$ cat src/rtl/prco_alu_seq.sv
// prco_alu_seq: execute-stage ALU for the prco core.
// Single-cycle ops finish in IDLE; MUL/DIV iterate one bit per cycle.
module prco_alu_seq #(
    parameter int WIDTH = 16,
    parameter int CNT_W = 6
) (
    input  logic             i_clk,
    input  logic             i_rst_n,
    input  logic             i_valid,
    output logic             q_ready,
    input  logic             i_req_ram,
    input  logic [3:0]       i_op,
    input  logic [WIDTH-1:0] i_data,
    input  logic [WIDTH-1:0] i_datb,
    input  logic [7:0]       i_imm,
    output logic [WIDTH-1:0] q_result,
    output logic [3:0]       q_flags,
    output logic             q_ce_reg,
    output logic             q_ce_ram,
    output logic             q_div0
);
    localparam int SW = $clog2(WIDTH);
    localparam int M  = WIDTH - 1;
    localparam logic [CNT_W-1:0] LAST = CNT_W'(WIDTH - 1);

    localparam logic [3:0] OP_ADD  = 4'd0;
    localparam logic [3:0] OP_SUB  = 4'd1;
    localparam logic [3:0] OP_AND  = 4'd2;
    localparam logic [3:0] OP_OR   = 4'd3;
    localparam logic [3:0] OP_XOR  = 4'd4;
    localparam logic [3:0] OP_MOV  = 4'd5;
    localparam logic [3:0] OP_ADDI = 4'd6;
    localparam logic [3:0] OP_CMP  = 4'd7;
    localparam logic [3:0] OP_SHL  = 4'd8;
    localparam logic [3:0] OP_SHR  = 4'd9;
    localparam logic [3:0] OP_ASR  = 4'd10;
    localparam logic [3:0] OP_MUL  = 4'd11;
    localparam logic [3:0] OP_DIV  = 4'd12;
    localparam logic [3:0] OP_MEMA = 4'd13;

    typedef enum logic [1:0] {S_IDLE, S_BUSY, S_DONE} state_t;

    state_t           state_q, state_d;
    logic [CNT_W-1:0] cnt_q, cnt_d;
    logic [WIDTH-1:0] opa_q, opa_d;
    logic [WIDTH-1:0] opb_q, opb_d;
    logic [WIDTH-1:0] acc_q, acc_d;
    logic             div_q, div_d;
    logic             ram_q, ram_d;
    logic [WIDTH-1:0] result_q, result_d;
    logic [3:0]       flags_q, flags_d;
    logic             ce_reg_q, ce_reg_d;
    logic             ce_ram_q, ce_ram_d;
    logic             div0_q, div0_d;

    logic [WIDTH-1:0] imm_x;
    logic [SW-1:0]    sh;
    logic [WIDTH:0]   add_w, sub_w, addi_w, mema_w;
    logic [WIDTH-1:0] alu_r;
    logic             alu_c, alu_o, alu_f;

    assign imm_x = WIDTH'($signed(i_imm));
    assign sh    = i_datb[SW-1:0];

    always_comb begin
        add_w  = {1'b0, i_data} + {1'b0, i_datb};
        sub_w  = {1'b0, i_data} - {1'b0, i_datb};
        addi_w = {1'b0, i_datb} + {1'b0, imm_x};
        mema_w = {1'b0, i_data} + {1'b0, imm_x};
        alu_r  = '0;
        alu_c  = 1'b0;
        alu_o  = 1'b0;
        alu_f  = 1'b0;
        unique case (i_op)
            OP_ADD: begin
                alu_r = add_w[M:0];
                alu_c = add_w[WIDTH];
                alu_o = (i_data[M] == i_datb[M]) && (alu_r[M] != i_data[M]);
                alu_f = 1'b1;
            end
            OP_SUB, OP_CMP: begin
                alu_r = sub_w[M:0];
                alu_c = sub_w[WIDTH];
                alu_o = (i_data[M] != i_datb[M]) && (alu_r[M] != i_data[M]);
                alu_f = 1'b1;
            end
            OP_ADDI: begin
                alu_r = addi_w[M:0];
                alu_c = addi_w[WIDTH];
                alu_o = (i_datb[M] == imm_x[M]) && (alu_r[M] != i_datb[M]);
                alu_f = 1'b1;
            end
            OP_AND:  alu_r = i_data & i_datb;
            OP_OR:   alu_r = i_data | i_datb;
            OP_XOR:  alu_r = i_data ^ i_datb;
            OP_MOV:  alu_r = i_datb;
            OP_SHL:  alu_r = i_data << sh;
            OP_SHR:  alu_r = i_data >> sh;
            OP_ASR:  alu_r = $signed(i_data) >>> sh;
            OP_MEMA: alu_r = mema_w[M:0];
            default: alu_r = '0;
        endcase
    end

    // One iteration: shift-add multiply, or restoring divide where
    // opa_q shifts dividend bits out and quotient bits in.
    logic [WIDTH-1:0] mul_acc, div_quo, div_rem;
    logic [WIDTH:0]   div_sh, div_dif;
    logic             div_ge;

    always_comb begin
        mul_acc = opb_q[0] ? acc_q + opa_q : acc_q;
        div_sh  = {acc_q, opa_q[M]};
        div_ge  = div_sh >= {1'b0, opb_q};
        div_dif = div_sh - {1'b0, opb_q};
        div_rem = div_ge ? div_dif[M:0] : div_sh[M:0];
        div_quo = {opa_q[M-1:0], div_ge};
    end

    always_comb begin
        state_d  = state_q;
        cnt_d    = cnt_q;
        opa_d    = opa_q;
        opb_d    = opb_q;
        acc_d    = acc_q;
        div_d    = div_q;
        ram_d    = ram_q;
        result_d = result_q;
        flags_d  = flags_q;
        ce_reg_d = 1'b0;
        ce_ram_d = 1'b0;
        div0_d   = 1'b0;
        unique case (state_q)
            S_IDLE: begin
                if (i_valid) begin
                    if (i_op == OP_MUL || (i_op == OP_DIV && i_datb != '0)) begin
                        state_d = S_BUSY;
                        cnt_d   = '0;
                        opa_d   = i_data;
                        opb_d   = i_datb;
                        acc_d   = '0;
                        div_d   = (i_op == OP_DIV);
                        ram_d   = i_req_ram;
                    end else begin
                        result_d = alu_r;
                        ce_reg_d = !i_req_ram;
                        ce_ram_d = i_req_ram;
                        if (alu_f) begin
                            flags_d = {alu_c, alu_o, alu_r[M], alu_r == '0};
                        end
                        // divide by zero reports at once, then idles a cycle in DONE
                        if (i_op == OP_DIV) begin
                            result_d = '1;
                            div0_d   = 1'b1;
                            state_d  = S_DONE;
                        end
                    end
                end
            end
            S_BUSY: begin
                cnt_d = cnt_q + 1'b1;
                if (div_q) begin
                    opa_d = div_quo;
                    acc_d = div_rem;
                end else begin
                    acc_d = mul_acc;
                    opa_d = opa_q << 1;
                    opb_d = opb_q >> 1;
                end
                if (cnt_q == LAST) begin
                    state_d  = S_DONE;
                    result_d = div_q ? div_quo : mul_acc;
                    ce_reg_d = !ram_q;
                    ce_ram_d = ram_q;
                end
            end
            S_DONE:  state_d = S_IDLE;
            default: state_d = S_IDLE;
        endcase
    end

    always_ff @(posedge i_clk or negedge i_rst_n) begin
        if (!i_rst_n) begin
            state_q  <= S_IDLE;
            cnt_q    <= '0;
            opa_q    <= '0;
            opb_q    <= '0;
            acc_q    <= '0;
            div_q    <= 1'b0;
            ram_q    <= 1'b0;
            result_q <= '0;
            flags_q  <= '0;
            ce_reg_q <= 1'b0;
            ce_ram_q <= 1'b0;
            div0_q   <= 1'b0;
        end else begin
            state_q  <= state_d;
            cnt_q    <= cnt_d;
            opa_q    <= opa_d;
            opb_q    <= opb_d;
            acc_q    <= acc_d;
            div_q    <= div_d;
            ram_q    <= ram_d;
            result_q <= result_d;
            flags_q  <= flags_d;
            ce_reg_q <= ce_reg_d;
            ce_ram_q <= ce_ram_d;
            div0_q   <= div0_d;
        end
    end

    assign q_ready  = (state_q == S_IDLE);
    assign q_result = result_q;
    assign q_flags  = flags_q;
    assign q_ce_reg = ce_reg_q;
    assign q_ce_ram = ce_ram_q;
    assign q_div0   = div0_q;
endmodule
$ cat config.mk
export PLATFORM = sky130hd
export DESIGN_NAME = prco_alu_seq
export DESIGN_NICKNAME = d
export VERILOG_FILES = /design/src/rtl/prco_alu_seq.sv
export SDC_FILE = /design/constraint.sdc
export NUM_CORES = 1
export LEC_CHECK = 0
export ABC_AREA = 1
export BUFFER_PORTS_ARGS = -buffer_cell sky130_fd_sc_hd__buf_2
export CAP_MARGIN = 20
export CORE_MARGIN = 5
export CORE_UTILIZATION = 40
export DETAILED_ROUTE_END_ITERATION = 7
export HOLD_SLACK_MARGIN = 0.06
export PLACE_DENSITY_LB_ADDON = 0.1
export SYNTH_ARGS = -nofsm -noshare
export SYNTH_HDL_FRONTEND = slang
export SYNTH_SLANG_ARGS = --single-unit
$ cat constraint.sdc
create_clock -name i_clk -period 6.1 [get_ports i_clk]
set_input_delay 0.305 -clock i_clk [delete_from_list [all_inputs] [get_ports i_clk]]
set_output_delay 0.305 -clock i_clk [all_outputs]
set_load 0.03 [all_outputs]
==> results.md, run 1 <==
- The weighted congestion at the end of routability-driven global placement is 1.04.
- Synthesis handed over a netlist of 2114 instances.
- The capturing element type of the critical path is a flop.
- The dominant cell type by area after synthesis is sky130_fd_sc_hd__nand2_1.
- Yosys mapped a number of flops with a built-in enable equal to 0.
- The routed layout has 14.4k vias.
- Including well taps, the total number of placed cells is 2527.
- Summed over all failing endpoints, the final setup total negative slack is 0 ns.
- The routed design could run at a clock period as short as 3.30 ns.
- Of all flip-flops after synthesis, the portion carrying an async set or reset was 100%.
- The standard cell core area is 0.0303 mm2.
- The worst register-to-register path has a depth of 12.
- The number of cells on the worst hold path is 2.
- STA classifies the critical path startpoint as a primary input.
- Among all flip-flop cells after synthesis, the most frequent one is sky130_fd_sc_hd__dfrtp_1.
- The worst-case IR drop observed on VDD is 0.178 mV.
- Setup repair after global routing left no endpoint under its margin.
- CTS built an H-tree with a depth of 3.
- In this design, the largest share of critical-path delay is due to simple AND/OR/NAND/NOR gates.
- Summed over all layers, the routed wires come to 55000 um.
- The net count of the mapped netlist is 2286.
- The row count is 64.
- Max-cap violations in this run came to 0.
- The worst setup path category is primary input to flop.
- The max-slew violation total from the final report is 0.
- For this run, the number of standard cells in the final layout without fillers is 2544.
- The CTS tree is done.
- The largest fanout on the critical path is 32.
- The power per unit of standard cell area is 365 mW/mm2.
- At the worst endpoint, the arrival time is 3.52 ns.
- The fraction of the yosys area taken by sequential cells is 16.6%.
- The average cell area after synthesis is 5.76 um2.
- The floorplan step set the die height to 185 um.
- The share of post-route cells with drive strength above 1 is 5.96%.
- The leakage power is 7.01 nW.
- The first global-routing pass estimated 82500 um of wire.
- Clock latency on the worst-skew pair, taken at its later pin, is 0.35 ns.
- The number of global-route vias before repair was 14.0k.
- After layout, the worst path uses 54.1% of the clock period.
- TritonCTS created 9 clock buffers.
- During placement, the flow inserted port buffers numbering 71.
- 0 antenna diodes ended up in the layout.
- The flow ran to the end, and the final reports show no timing, DRC or antenna violations.
- For the final database, setup skew stands at 0.0115 ns.
- The area growth from synthesis to final layout is 7.70%.
- Counting along the longest clock path gives a buffer depth of 2.
- After global routing the overflow that remains totals 0.
- The clock slew at the register clock pins of the worst setup and hold paths is 0.06 ns.
- Counting stages on the worst path, the most repeated cell is sky130_fd_sc_hd__nand2_1.
- The die width is 185 um.
- The number of warnings issued by yosys is 0.
- Setup slack on the worst reg-to-reg path comes out at 2.84 ns.
- The initial antenna violation count was 1.
- The headroom to the max-slew limit is 28.9%.
- The slew at the pin with the worst max-slew slack is 1.06 ns.
- On the critical path, the stage with the largest delay is an instance of sky130_fd_sc_hd__nor2_2.
- The critical path's largest stage delay is 0.73 ns.
- The path with the worst hold slack has its endpoint at q_ce_reg.
- The cell area that synthesis handed to floorplanning was 0.0122 mm2.
- For this run, the post-layout net count is 2315.
- The start point of the worst min-delay path is i_req_ram.
- Detailed placement finished with a half-perimeter wire length of 44400 um.
- Pin placement for this block handled 72 I/O pins.
- Dividing the detail-routed via count by the number of cells gives 5.67.
- The cell at the root of the clock tree is sky130_fd_sc_hd__clkbuf_16.
- The number of buffers and inverters on the critical path is 2.
- The number of flip-flops and latches in the synthesized netlist is 81.
- The count of nets left with antenna violations once routing finished came out at 0.
- The pin count of the biggest net entering global routing is 66.
- By area the synthesized netlist is led by sky130_fd_sc_hd__nand2_1 20%, sky130_fd_sc_hd__dfrtp_1 17%, sky130_fd_sc_hd__ha_1 12%, sky130_fd_sc_hd__nand3_1 11%, sky130_fd_sc_hd__inv_1 8.5%.
- For this run, the total global-route usage over all layers was measured as 31.9%.
- CTS saw 81 sinks.
- The tightest min-delay check is of the primary input to flop type.
- Before antenna repair, the detailed router went through 6 iterations.
- In this run, the number of DRC markers left after iteration 0 of detailed routing was 1327.
- The data required time of the worst path is 6.31 ns.
- The reg-to-reg startpoint is state_q[0].
- For this run, design rule violations remaining after detail routing come to 0.
- The total setup violations reported at the end of the flow is 0.
- After detailed routing, the average wire length per cell comes to 21.6 um.
- The signal on the critical path passes through buf_2 > nor2_2 > nand2_1 > nor2_1 > nand2_1 > a21boi_2 > nor2_1 > nand2_1 > nand2_4 > o21ai_1 > inv_2 > o211ai_1 > o21ai_1.
- Once the floorplan was initialized, standard cells occupied 40.1% of the core.
- The netlist uses 47 different library cells.
- The capture point of the worst reg-to-reg path is q_result[13].
- The final hold violation count is 0.
- The maximum clock frequency is 303 MHz.
- The die covers 0.0341 mm2.
- The portion of synthesized cell area occupied by the leading cell type is 20.1%.
[per-stage QoR]
stage | setup WS [ns] | util, % | cell area, um2 | hold slack [ns] | power, mW
final | 2.80 | 43.2 | 13100 | 0.174 | 4.79
after global routing | 2.54 | 43.2 | 13100 | 0.175 | 5.21
after CTS | 2.86 | 43.2 | 13100 | 0.159 | 4.77
after detailed placement | 2.58 | 42.2 | 12800 | 0.204 | 4.22
after global placement | 2.61 | 42.2 | 12800 | 0.205 | 4.21
after floorplan | 3.73 | - | 12200 | 0.00941 | 3.27
[power breakdown]
part	total, mW	internal, mW	switching (mW)
Clock	0.541	0.293	0.248
Combinational	3.19	1.03	2.16
Sequential	1.06	0.787	0.278
[how the worst max path moves through the flow]
stage                    from           to  slack (ns)  cells past startpoint
finish              i_datb[2]    opb_q[11]        2.80                     13
global route         opb_q[0]  q_result[0]        2.54                     12
CTS                  opb_q[0]    acc_q[14]        2.86                     10
detailed placement  i_datb[2]     opb_q[5]        2.58                     13
global placement    i_datb[2]     opb_q[5]        2.61                     13
floorplan           i_datb[2]   q_flags[0]        3.73                     21
[cell families after synthesis]
logic type | Yosys count | synth area share [%]
muxes | 1 | 0.0924
xor gates and xnor gates | 25 | 1.80
adders and majority gates | 124 | 13.1
buffers and inverters | 352 | 11.3
AOI/OAI and AO/OA | 341 | 15.9
DFF | 81 | 16.6
and+or+nand+nor | 1190 | 41.2
[Yosys cell counts (2+ instances only)]
master,number
sky130_fd_sc_hd__clkbuf_1,23
sky130_fd_sc_hd__o31ai_1,2
sky130_fd_sc_hd__a22oi_1,9
sky130_fd_sc_hd__o21ai_1,24
sky130_fd_sc_hd__nand3b_1,10
sky130_fd_sc_hd__nand3_1,260
sky130_fd_sc_hd__buf_4,2
sky130_fd_sc_hd__a21o_1,5
sky130_fd_sc_hd__inv_1,276
sky130_fd_sc_hd__ha_1,118
sky130_fd_sc_hd__a21oi_1,126
sky130_fd_sc_hd__inv_2,13
sky130_fd_sc_hd__nand4_1,28
sky130_fd_sc_hd__buf_2,36
sky130_fd_sc_hd__o221ai_1,7
sky130_fd_sc_hd__nor2_4,2
sky130_fd_sc_hd__o211ai_1,32
sky130_fd_sc_hd__o21bai_1,11
sky130_fd_sc_hd__dfrtp_1,81
sky130_fd_sc_hd__xnor2_1,11
sky130_fd_sc_hd__o21ai_0,98
sky130_fd_sc_hd__a41oi_1,2
sky130_fd_sc_hd__o22ai_1,7
sky130_fd_sc_hd__and2_1,7
sky130_fd_sc_hd__nor3_1,23
sky130_fd_sc_hd__a31oi_1,9
sky130_fd_sc_hd__or2_2,6
sky130_fd_sc_hd__xor2_1,14
sky130_fd_sc_hd__o21a_1,2
sky130_fd_sc_hd__nor2_1,187
sky130_fd_sc_hd__fa_1,6
sky130_fd_sc_hd__a211oi_1,3
sky130_fd_sc_hd__nand2_1,653
sky130_fd_sc_hd__nor4_1,4
sky130_fd_sc_hd__nor2_2,5
[placed cells by master, fill, tap and decap left out, drive strengths merged, types with 3 or more instances in the layout]
master / instances
a21o: 5
nand2: 655
buf: 80
xnor2: 11
xor2: 14
and2: 7
fa: 6
clkbuf: 10
a22oi: 9
a21oi: 126
nor2: 194
nor3: 23
o211ai: 32
o221ai: 7
o22ai: 7
nand3: 260
or2: 7
o21ai: 123
a31oi: 9
nor4: 4
ha: 118
nand3b: 10
nand4: 28
o21bai: 11
a211oi: 3
inv: 291
dfrtp: 81
clkinv: 4
[cell type report]
type	count	area (um2)
timing repair buffer	81	435
clock inverter	6	51.3
multi-input combinational	1681	8790
inverter	289	1080
clock buffer	10	239
fill	3430	17200
sequential	81	2030
tap	396	495
[per-layer routing]
layer	GRT usage, %	vias up	part of all wire [%]
met1	39.3	6641	40
met2	53.4	629	46
met4	19.0	2	7.0
met5	0	-	0.027
li1	-	6975	-
met3	4.22	167	6.8
[what timing repair did]
item / in CTS / in global routing
setup buffers: 0 / 0
hold buffers: 1 / 0
resized for setup: 0 / 0
endpoints found under the hold margin: 16 / 0
Note: power is estimated with default switching activity, not from simulation.
==> run 2: changes to the inputs <==
--- a/config.mk
+++ b/config.mk
@@ -5,7 +5,7 @@
 export SDC_FILE = /design/constraint.sdc
 export NUM_CORES = 1
 export LEC_CHECK = 0
-export ABC_AREA = 1
+export ABC_AREA = 0
 export BUFFER_PORTS_ARGS = -buffer_cell sky130_fd_sc_hd__buf_2
 export CAP_MARGIN = 20
 export CORE_MARGIN = 5
==> constraint.sdc (replaced) <==
create_clock -name i_clk -period 2.8 [get_ports i_clk]
set_input_delay 0.14 -clock i_clk [delete_from_list [all_inputs] [get_ports i_clk]]
set_output_delay 0.14 -clock i_clk [all_outputs]
set_load 0.03 [all_outputs]
==> results.md, run 2 <==
- The post-detailed-placement half-perimeter wirelength is 44200 um (was 44400 um).
- The area growth from synthesis to final layout is 42.7% (was 7.70%).
- The post-route non-filler standard cell count is 2366 (was 2544).
- The capturing element type of the critical path is a flop (unchanged).
- The setup TNS after final layout came to -0.00952 ns (was 0 ns).
- The net count of the mapped netlist is 1710 (was 2286).
- The total via count after detailed routing is 13.9k (was 14.4k).
- The share of post-route cells with drive strength above 1 came to 36.4% (was 5.96%).
- The start point of the worst min-delay path is i_datb[15] (was i_req_ram).
- The total I/O pin count is 72 (unchanged).
- The reported max-cap violation count is 0 (unchanged).
- The number of search-and-repair iterations in the first detailed-routing pass is 8 (was 6).
- The number of global-route vias before repair came to 13.4k (was 14.0k).
- The standard cell core area is 0.0296 mm2 (was 0.0303 mm2).
- The clock sink count came to 81 (unchanged).
- The reg-to-reg startpoint is opb_q[1] (was state_q[0]).
- The largest fanout on the critical path is 6 (was 32).
- The worst setup path category was flop to flop (was primary input to flop).
- The wire length of the first global-routing pass came to 80600 um (was 82500 um).
- The power per unit of standard cell area is 710 mW/mm2 (was 365 mW/mm2).
- The number of levels the H-tree was split into is 3 (unchanged).
- The total wire length after detailed routing came to 54600 um (was 55000 um).
- The data required time of the worst path is 3.02 ns (was 6.31 ns).
- The weighted congestion at the end of routability-driven global placement came to 1.02 (was 1.04).
- The area used by sequential logic in the layout is 0.00203 mm2 (about the same).
- The maximum buffer depth of the clock tree came to 2 (unchanged).
- The portion of synthesized cell area occupied by the leading cell type is 16.9% (was 20.1%).
- The post-synthesis instance area is 0.0120 mm2 (was 0.0122 mm2).
- The capture point of the worst reg-to-reg path is acc_q[3] (was q_result[13]).
- The starting density of the core is 40.5% (was 40.1%).
- The clock insertion delay at the later pin of the skew report is 0.36 ns (was 0.35 ns).
- The number of fill cells in the layout came to 2814 (was 3430).
- The pre-CTS setup slack is -0.867 ns (was 2.58 ns).
- The die outline area is 0.0336 mm2 (was 0.0341 mm2).
- The cell at the root of the clock tree is sky130_fd_sc_hd__clkbuf_16 (unchanged).
- The vertical die dimension is 183 um (was 185 um).
- The worst hold-check path type was primary input to flop (unchanged).
- The post-layout worst setup margin was -0.00952 ns (was 2.80 ns).
- The worst setup slack for register-to-register paths is -0.01 ns (was 2.84 ns).
- The number of cells on the worst hold path is 4 (was 2).
- The dominant cell type by area after synthesis is sky130_fd_sc_hd__dfrtp_1 (was sky130_fd_sc_hd__nand2_1).
- The count of unresolved DRC violations after routing is 0 (unchanged).
- The row count is 63 (was 64).
- The startpoint type of the worst setup path was a flop (was primary input).
- The CTS tree was done (unchanged).
- The number of warnings issued by yosys was 0 (unchanged).
- The max-slew violation total from the final report was 0 (unchanged).
- The arrival time at the worst endpoint came to 3.03 ns (was 3.52 ns).
- The initial antenna violation count is 0 (was 1).
- The number of instances in the synthesized netlist is 1538 (was 2114).
- The highest ir drop seen on vdd is 0.380 mV (was 0.178 mV).
- The clock network fraction of total power is 10.7% (was 11.3%).
- The number of port buffers is 71 (unchanged).
- The internal power of the cells was 6.35 mW (was 2.11 mW).
- The total routing resource utilization after global routing is 30.9% (was 31.9%).
- The number of flops mapped to enable cells by yosys came to 0 (unchanged).
- The final-stage net count came to 2143 (was 2315).
- The worst hold endpoint is opb_q[15] (was q_ce_reg).
- The predominant post-synthesis flop cell is sky130_fd_sc_hd__dfrtp_1 (unchanged).
- The worst path uses 100% of the clock period.
- The final cell area excluding filler cells is 0.0171 mm2 (was 0.0131 mm2).
- The total global routing overflow is 0 (unchanged).
- The instance area after placement is 0.0157 mm2 (was 0.0128 mm2).
- The final hold violation count is 0 (unchanged).
- The number of antenna-violating nets in the routed design came to 0 (unchanged).
- The count of different cell masters after synthesis is 104 (was 47).
- The switching power is 5.82 mW (was 2.69 mW).
- The switching portion of total power was 47.8% (was 56.1%).
- The area used by multi-input combinational logic is 0.00996 mm2 (was 0.00879 mm2).
- The average wire length per cell after detail routing is 23.1 um (was 21.6 um).
- The total clock buffers created by CTS came to 9 (unchanged).
- RSZ-0062 raised after global routing: true (was false).
- The number of cells in the design after placement came to 2309 (was 2527).
- The per-cell via count in the routed design came to 5.88 (was 5.67).
- The fraction of the yosys area taken by sequential cells is 16.9% (was 16.6%).
- The total setup violations reported at the end of the flow is 1 (was 0).
- The most common library cell in the layout ignoring fill and taps was sky130_fd_sc_hd__buf_4 (was sky130_fd_sc_hd__nand2_1).
- The largest clock skew in the final design was 0.0102 ns (was 0.0115 ns).
- The average cell area after synthesis is 7.81 um2 (was 5.76 um2).
- The slew at the pin with the worst max-slew slack was 0.833 ns (was 1.06 ns).
- The clock period minus worst slack is 2.81 ns.
- Leading cell types in the layout, fill and taps excluded: 419 x sky130_fd_sc_hd__buf_4, 156 x sky130_fd_sc_hd__nand2_1, 150 x sky130_fd_sc_hd__nor2_1, 105 x sky130_fd_sc_hd__a21oi_1, 98 x sky130_fd_sc_hd__ha_1 (was 653 x sky130_fd_sc_hd__nand2_1, 276 x sky130_fd_sc_hd__inv_1, 260 x sky130_fd_sc_hd__nand3_1, 186 x sky130_fd_sc_hd__nor2_1, 126 x sky130_fd_sc_hd__a21oi_1).
- Top post-synthesis cells by area: sky130_fd_sc_hd__dfrtp_1 17%, sky130_fd_sc_hd__ha_1 12%, sky130_fd_sc_hd__nand2_1 4.9%, sky130_fd_sc_hd__nor2_1 4.9%, sky130_fd_sc_hd__a21oi_1 4.9% (was sky130_fd_sc_hd__nand2_1 20%, sky130_fd_sc_hd__dfrtp_1 17%, sky130_fd_sc_hd__ha_1 12%, sky130_fd_sc_hd__nand3_1 11%, sky130_fd_sc_hd__inv_1 8.5%).
- The length in cells of the worst reg-to-reg path came to 13 (was 12).
- The core occupancy in the finished layout is 57.8% (was 43.2%).
- The total inserted antenna cells is 0 (unchanged).
- List of most frequent post-synthesis cells: 158 x sky130_fd_sc_hd__nand2_1, 158 x sky130_fd_sc_hd__nor2_1, 118 x sky130_fd_sc_hd__a21oi_1, 118 x sky130_fd_sc_hd__ha_1, 82 x sky130_fd_sc_hd__inv_1 (was 653 x sky130_fd_sc_hd__nand2_1, 276 x sky130_fd_sc_hd__inv_1, 260 x sky130_fd_sc_hd__nand3_1, 187 x sky130_fd_sc_hd__nor2_1, 126 x sky130_fd_sc_hd__a21oi_1).
- The die width is 183 um (was 185 um).
- The headroom to the max-slew limit came to 43.7% (was 28.9%).
- The number of flip-flops and latches in the synthesized netlist came to 81 (unchanged).
- The async set or reset register ratio after synthesis was 100% (unchanged).
- The clock slew at the register clock pins of the worst setup and hold paths was 0.07 ns (was 0.06 ns).
- The maximum clock frequency is 356 MHz.
- The register share of total power was 18.5% (was 22.2%).
- The leakage power is 7.98 nW (was 7.01 nW).
- The final reports fail on setup timing.
- The number of violations reported at the end of detailed-routing iteration 0 is 1230 (was 1327).
- The combinational share of power is 70.8% (was 66.5%).
- The pin count of the biggest net entering global routing is 38 (was 66).
- Outcome: complete, but fails checks (was completed).
run 2: critical path, stage by stage (launching register included):
cell	delay [ns]
sky130_fd_sc_hd__dfrtp_1	0.40
sky130_fd_sc_hd__inv_2	0.08
sky130_fd_sc_hd__ha_4	0.19
sky130_fd_sc_hd__nor2b_1	0.12
sky130_fd_sc_hd__o21a_1	0.21
sky130_fd_sc_hd__o21ai_2	0.19
sky130_fd_sc_hd__a211o_1	0.17
sky130_fd_sc_hd__nand4_1	0.14
sky130_fd_sc_hd__a311oi_2	0.35
sky130_fd_sc_hd__o21a_2	0.28
sky130_fd_sc_hd__buf_12	0.14
sky130_fd_sc_hd__buf_4	0.10
sky130_fd_sc_hd__mux2i_1	0.21
sky130_fd_sc_hd__o21ai_1	0.08
run 2: metrics by stage:
step | total power, mW | hold WS [ns]
detailed placement | 10.0 | 0.110
floorplan | 6.90 | -0.156
global route | 13.0 | 0.243
CTS | 11.4 | 0.195
finish | 12.2 | 0.202
global placement | 9.98 | 0.116
run 2: worst max-delay path by stage:
stage,startpoint,endpoint,cells after the start
2_1_floorplan,i_datb[2],q_result[15],15
3_3_place_gp,i_datb[2],q_result[9],12
3_5_place_dp,i_datb[2],q_result[9],12
4_1_cts,opb_q[1],acc_q[1],13
5_1_grt,acc_q[0],acc_q[3],12
6_report,opb_q[1],acc_q[3],13
run 2: cells by family after synthesis:
| group | synth area share [%] |
|---|---|
| muxes | 10.5 |
| and+or+nand+nor | 21.3 |
| adders and majority gates | 13.3 |
| buffers and inverters | 6.62 |
| AOI/OAI and AO/OA | 27.0 |
| DFF | 16.9 |
| xor gates and xnor gates | 4.38 |
run 2: power groups by stage:
stage	Sequential, mW	Combinational, mW	Clock [mW]
floorplan	2.32	4.58	0
global placement	2.23	7.74	0
detailed placement	2.24	7.77	0
CTS	2.23	7.91	1.30
global route	2.30	9.31	1.35
finish	2.25	8.62	1.30
run 2: cell type report:
class	instances	area share, %
clock buffers	9	1.31
inverters	86	2.08
repair buffers	512	23.2
multi-input cells	1281	58.1
clock inverters	7	0.548
flip-flops and latches	81	11.8
well taps	390	2.85
run 2: metal layers:
layer / up-vias / track usage, % / part of all wire (%)
li1: 6545 / - / -
met1: 6717 / 39.1 / 41
met2: 517 / 54.5 / 49
met3: 127 / 3.29 / 5.2
met4: 0 / 11.4 / 4.1
met5: - / 0 / 0
run 2: what timing repair did:
item,in CTS,in global routing
pin swaps,10,78
resized for setup,27,149
gates cloned,0,3
hold endpoints to repair,33,0
hold buffers,2,0
setup buffers,2,35
endpoints found under the setup margin,34,30
